## config.mk

```make
export PLATFORM = sky130hd
export DESIGN_NAME = mfp_adc_max10_arbiter
export DESIGN_NICKNAME = d
export VERILOG_FILES = /design/src/rtl/mfp_adc_max10_arbiter.sv
export SDC_FILE = /design/constraint.sdc
export NUM_CORES = 1
export LEC_CHECK = 0
export ABC_AREA = 0
export CORE_MARGIN = 2
export CORE_UTILIZATION = 36
export CTS_BUF_LIST = sky130_fd_sc_hd__clkbuf_4 sky130_fd_sc_hd__clkbuf_8 sky130_fd_sc_hd__clkbuf_16
export CTS_CLUSTER_DIAMETER = 30
export DETAILED_ROUTE_END_ITERATION = 7
export DONT_BUFFER_PORTS = 1
export REMOVE_ABC_BUFFERS = 1
export SYNTH_ARGS = -nofsm -noshare
export SYNTH_HDL_FRONTEND = slang
export SYNTH_SLANG_ARGS = --single-unit
export TNS_END_PERCENT = 10
```

## constraint.sdc

```tcl
create_clock -name CLK -period 3.4 [get_ports CLK]
set_clock_uncertainty 0.1 [all_clocks]
set_input_delay 0.17 -clock CLK [delete_from_list [all_inputs] [get_ports CLK]]
set_output_delay 0.17 -clock CLK [all_outputs]
set_load 0.01 [all_outputs]
```

## src/rtl/mfp_adc_max10_arbiter.sv

```systemverilog
// mfp_adc_max10_arbiter: packet-atomic arbiter sharing one MAX10 ADC sequencer port between two requesters.
// Define MFP_ADC_ARB_FIXED_PRIO_EN to give R0 fixed priority instead of round-robin.
module mfp_adc_max10_arbiter #(
    parameter int OWNER_DEPTH = 8
) (
    input  logic        CLK,
    input  logic        RESETn,
    input  logic        R0_C_Valid,
    input  logic [4:0]  R0_C_Channel,
    input  logic        R0_C_SOP,
    input  logic        R0_C_EOP,
    output logic        R0_C_Ready,
    input  logic        R1_C_Valid,
    input  logic [4:0]  R1_C_Channel,
    input  logic        R1_C_SOP,
    input  logic        R1_C_EOP,
    output logic        R1_C_Ready,
    output logic        ADC_C_Valid,
    output logic [4:0]  ADC_C_Channel,
    output logic        ADC_C_SOP,
    output logic        ADC_C_EOP,
    input  logic        ADC_C_Ready,
    input  logic        ADC_R_Valid,
    input  logic [4:0]  ADC_R_Channel,
    input  logic [11:0] ADC_R_Data,
    input  logic        ADC_R_SOP,
    input  logic        ADC_R_EOP,
    output logic        R0_R_Valid,
    output logic        R1_R_Valid,
    output logic [4:0]  R_Channel,
    output logic [11:0] R_Data,
    output logic        R_SOP,
    output logic        R_EOP,
    output logic        Orphan,
    input  logic        Orphan_clr
);
    localparam int AW = $clog2(OWNER_DEPTH);
    localparam logic [AW:0] C_FULL = (AW+1)'(OWNER_DEPTH);
    localparam logic [1:0] S_IDLE = 2'd0;
    localparam logic [1:0] S_OWN0 = 2'd1;
    localparam logic [1:0] S_OWN1 = 2'd2;

    logic [1:0]             r_state;
    logic [OWNER_DEPTH-1:0] r_fifo;
    logic [AW-1:0]          r_wp;
    logic [AW-1:0]          r_rp;
    logic [AW:0]            r_cnt;
    logic                   r_orphan;
    logic w_own0, w_own1, w_idle, w_full, w_empty;
    logic w_c0, w_c1, w_gnt0, w_gnt1, w_push, w_pop, w_head, w_done;

    assign w_own0  = r_state == S_OWN0;
    assign w_own1  = r_state == S_OWN1;
    assign w_idle  = ~w_own0 & ~w_own1;
    assign w_full  = r_cnt == C_FULL;
    assign w_empty = r_cnt == '0;
    assign w_c0    = R0_C_Valid & R0_C_SOP;
    assign w_c1    = R1_C_Valid & R1_C_SOP;

`ifdef MFP_ADC_ARB_FIXED_PRIO_EN
    assign w_gnt1 = w_c1 & ~w_c0;
`else
    logic r_last;
    // r_last = 1 means R1 was granted last, so R0 wins the next tie
    assign w_gnt1 = w_c1 & (~w_c0 | ~r_last);
    always_ff @(posedge CLK)
        if (!RESETn) r_last <= 1'b1;
        else if (w_done) r_last <= w_own1;
`endif
    assign w_gnt0 = w_c0 & ~w_gnt1;

    assign ADC_C_Valid   = ~w_full & (w_own0 ? R0_C_Valid : w_own1 & R1_C_Valid);
    assign ADC_C_Channel = w_own0 ? R0_C_Channel : w_own1 ? R1_C_Channel : 5'd0;
    assign ADC_C_SOP     = w_own0 ? R0_C_SOP : w_own1 & R1_C_SOP;
    assign ADC_C_EOP     = w_own0 ? R0_C_EOP : w_own1 & R1_C_EOP;
    // Non-SOP beats seen while idle are swallowed so a malformed stream cannot deadlock
    assign R0_C_Ready = w_own0 ? ADC_C_Ready & ~w_full : w_idle & R0_C_Valid & ~R0_C_SOP;
    assign R1_C_Ready = w_own1 ? ADC_C_Ready & ~w_full : w_idle & R1_C_Valid & ~R1_C_SOP;

    assign w_push = ADC_C_Valid & ADC_C_Ready;
    assign w_done = w_push & ADC_C_EOP;
    assign w_pop  = ADC_R_Valid & ~w_empty;
    assign w_head = r_fifo[r_rp];

    assign R0_R_Valid = w_pop & ~w_head;
    assign R1_R_Valid = w_pop & w_head;
    assign R_Channel  = ADC_R_Channel;
    assign R_Data     = ADC_R_Data;
    assign R_SOP      = ADC_R_SOP;
    assign R_EOP      = ADC_R_EOP;
    assign Orphan     = r_orphan;

    always_ff @(posedge CLK)
        if (w_push) r_fifo[r_wp] <= w_own1;

    always_ff @(posedge CLK) begin
        if (!RESETn) begin
            r_state  <= S_IDLE;
            r_wp     <= '0;
            r_rp     <= '0;
            r_cnt    <= '0;
            r_orphan <= 1'b0;
        end else begin
            if (w_idle) r_state <= w_gnt0 ? S_OWN0 : w_gnt1 ? S_OWN1 : S_IDLE;
            else if (w_done) r_state <= S_IDLE;
            if (w_push) r_wp <= r_wp + AW'(1);
            if (w_pop) r_rp <= r_rp + AW'(1);
            r_cnt    <= r_cnt + (AW+1)'(w_push) - (AW+1)'(w_pop);
            r_orphan <= (ADC_R_Valid & w_empty) | (r_orphan & ~Orphan_clr);
        end
    end
endmodule

```

==> flow_metrics.env <==
export IMPL_status="finished, final reports clean"
export IMPL_syn_area_um2=1443
export IMPL_arrival_ps=2880
export IMPL_wl_um=2804
export IMPL_worstSetupEndpointType="flip-flop"
export IMPL_synth_top_area_share_pct=19.43
export IMPL_cts_inserted_buffers=3
export IMPL_drive_gt1_share_pct=10.16
export IMPL_htree_levels=1
export IMPL_yosysTopAreaCell="dfxtp_1"
export IMPL_synth_seq_cells=22
export IMPL_power_uw=811.0
export IMPL_cp_common_cell="ha_1"
export IMPL_power_density_nw_per_um2=571.6
export IMPL_path_buf_inv=1
export IMPL_grt_pass1_vias=890
export IMPL_final_core_util_pct=36.25
export IMPL_ctsLongestPathBuffers=2
export IMPL_num_rows=23
export IMPL_path_max_fanout=13
export IMPL_nFillCells=415
export IMPL_slew_viol_final=0
export IMPL_grt_antenna_before_repair=0
export IMPL_ios=72
export IMPL_worst_slew_pin_slew_ps=579.5
export IMPL_start_util_pct=36.86
export IMPL_root_buffer="clkbuf_8"
export IMPL_drc_errors=0
export IMPL_die_area_um2=4530
export IMPL_fmax_mhz=354.8
export IMPL_setup_violations=0
export IMPL_dpl_hpwl_um=2156
export IMPL_syn_area_per_cell_um2=10.02
export IMPL_period_share_pct=82.89
export IMPL_wl_per_cell_um=15.75
export IMPL_fin_area_um2=1419
export IMPL_ys_top_cells_by_area="dfxtp_1, edfxtp_1, buf_4, ha_1, inv_1"
export IMPL_finalNonFillerCells=178
export IMPL_cts_clk_slew_worst_paths_ps=80
export IMPL_critical_path_top_delay_family="adder cells"
export IMPL_slew_headroom_pct=61.29
export IMPL_yosysSeqAreaShare_pct=36.08
export IMPL_hp_class="input port to flip-flop"
export IMPL_first_pass_iters=4
export IMPL_globalplace_congestion=0.7788
export IMPL_coreArea_um2=3914
export IMPL_rsz0062_at_grt="no"
export IMPL_yosys_warnings=0
export IMPL_slowest_stage="ha_1"
export IMPL_synth_cell_types=44
export IMPL_cts_resized_gates=0
export IMPL_track_usage_pct=12.70
export IMPL_setup_tns_ps=0
export IMPL_placed_area_um2=1324
export IMPL_drtIter0Drc=54
export IMPL_path_class="flip-flop to flip-flop"
export IMPL_post_cts_buffers=0
export IMPL_p_leak_nw=0.5321
export IMPL_via_count=951
export IMPL_synthToLayoutAreaGrowth_pct=-1.648
export IMPL_min_period_ps=2818
export IMPL_multi_input_area_um2=684.4
export IMPL_start_kind="flip-flop"
export IMPL_grt_pass1_wl_um=4126
export IMPL_ant_nets=0
export IMPL_die_w_um=67.31
export IMPL_hold_viol_final=0
export IMPL_seq_area_um2=520.5
export IMPL_critPathMaxStageDelay_ps=410
export IMPL_netlist_instances=144
export IMPL_nets=180
export IMPL_diodes=0
export IMPL_viasPerCell=5.343
export IMPL_crit_chain="ha_1 -> and3b_2 -> o211ai_4 -> ha_1 -> inv_1 -> ha_1 -> a21o_1 -> a21oi_1 -> xor2_1 -> and2_1"
export IMPL_cts_sinks=22
export IMPL_worstPathRequired_ps=3460
export IMPL_peakVddDrop_mv=0.1935
export IMPL_io_buffers=0
export IMPL_placed_cells=170
export IMPL_dieHeight_um=67.31
export IMPL_cts_tree="yes"
export IMPL_clock_latency_ps=260
export IMPL_drv_cap=0
export IMPL_grt_overflow=0
export IMPL_grt_max_degree=18
export IMPL_cts_hold_buf=4
cells by family (layout without fill, tap and decap cells):
kind of cell,after synthesis,count (layout),synth area share [%]
AND/OR/NAND/NOR,41,41,17.09
AO/OA/AOI/OAI,22,22,12.75
buffers and inverters,39,23,16.48
XOR/XNOR,5,5,3.035
multiplexers,4,4,4.510
adder cells (fa/ha/maj),11,11,10.06
flip-flops,22,22,36.08
layer usage:
layer  track usage [%]  wire length, um  up-vias
li1                  -                -      451
met1             16.01             1238      448
met2             18.94             1249       48
met3             5.500              281        4
met4             5.357               34        0
met5                 0                0        -
through the flow:
stage	setup slack [ps]	hold WS [ps]
finish	581.8	51.54
global route	388.8	57.61
CTS	572.9	40.74
detailed placement	581.2	178.3
global placement	682.3	179.4
floorplan	814.5	161.3
layout by cell type (no fill, tap or decap), types with 2 or more instances in the layout:
master | Yosys | routed
a22o_1 | 6 | 6
and2_1 | 7 | 7
clkbuf_8 | 0 | 4
dfxtp_1 | 14 | 14
dlygate4sd3_1 | 0 | 4
edfxtp_1 | 8 | 8
ha_1 | 10 | 10
inv_1 | 15 | 15
mux2i_1 | 2 | 2
mux4_2 | 2 | 2
nand2_1 | 6 | 6
nand3_1 | 5 | 5
nand3b_1 | 2 | 2
nor2_1 | 3 | 3
nor2b_1 | 5 | 5
nor3_1 | 2 | 2
nor3b_1 | 2 | 2
nor4b_1 | 2 | 2
o21ai_0 | 3 | 3
o31ai_1 | 2 | 2
xnor2_1 | 4 | 4
final cells by class:
type / instances / share of cell area (%)
clock buffers: 4 / 3.880
well taps: 50 / 4.409
flip-flops and latches: 22 / 36.68
repair buffers: 4 / 2.822
inverters: 15 / 3.968
multi-input cells: 83 / 48.24
cells in the mapped netlist, drive strengths merged:
master,n
a21boi,1
a21o,1
a21oi,1
a22o,6
a22oi,1
a2bb2oi,1
a31oi,1
and2,7
and3b,1
buf,22
clkbuf,2
dfxtp,14
edfxtp,8
fa,1
ha,10
inv,15
mux2i,2
mux4,2
nand2,7
nand3,5
nand3b,2
nand4,1
nor2,3
nor2b,5
nor3,2
nor3b,2
nor4,1
nor4b,2
o211ai,2
o21a,1
o21ai,3
o311ai,1
o31ai,2
o32ai,1
or2,1
or3b,2
xnor2,4
xor2,1
power by group:
part	internal (mW)	switching, mW
clock	0.103	0.0833
sequential	0.308	0.0355
combinational	0.144	0.137
state kept, by name, summed over array words and instances, names as in the netlist:
name,cells
r_cnt,4
r_fifo,8
r_last,1
r_state,2
r_rp,3
r_wp,3
Orphan,1
worst reg2reg max path, stage by stage (launching register included):
cell	delay, ps
dfxtp_1	360
ha_1	410
and3b_2	280
o211ai_4	350
ha_1	270
inv_1	60
ha_1	270
a21o_1	180
a21oi_1	200
xor2_1	90
and2_1	160
worst paths after layout:
path / from / to / slack (ps) / depth (start not counted)
setup / recovery: r_state[0] / r_cnt[3] / 580 / 10
hold / removal: Orphan_clr / Orphan / 50 / 3
setup reg to reg: r_state[0] / r_cnt[3] / 580 / 10
hold reg to reg: r_state[0] / r_state[0] / 400 / 2
(Power assumes the default switching activity.)
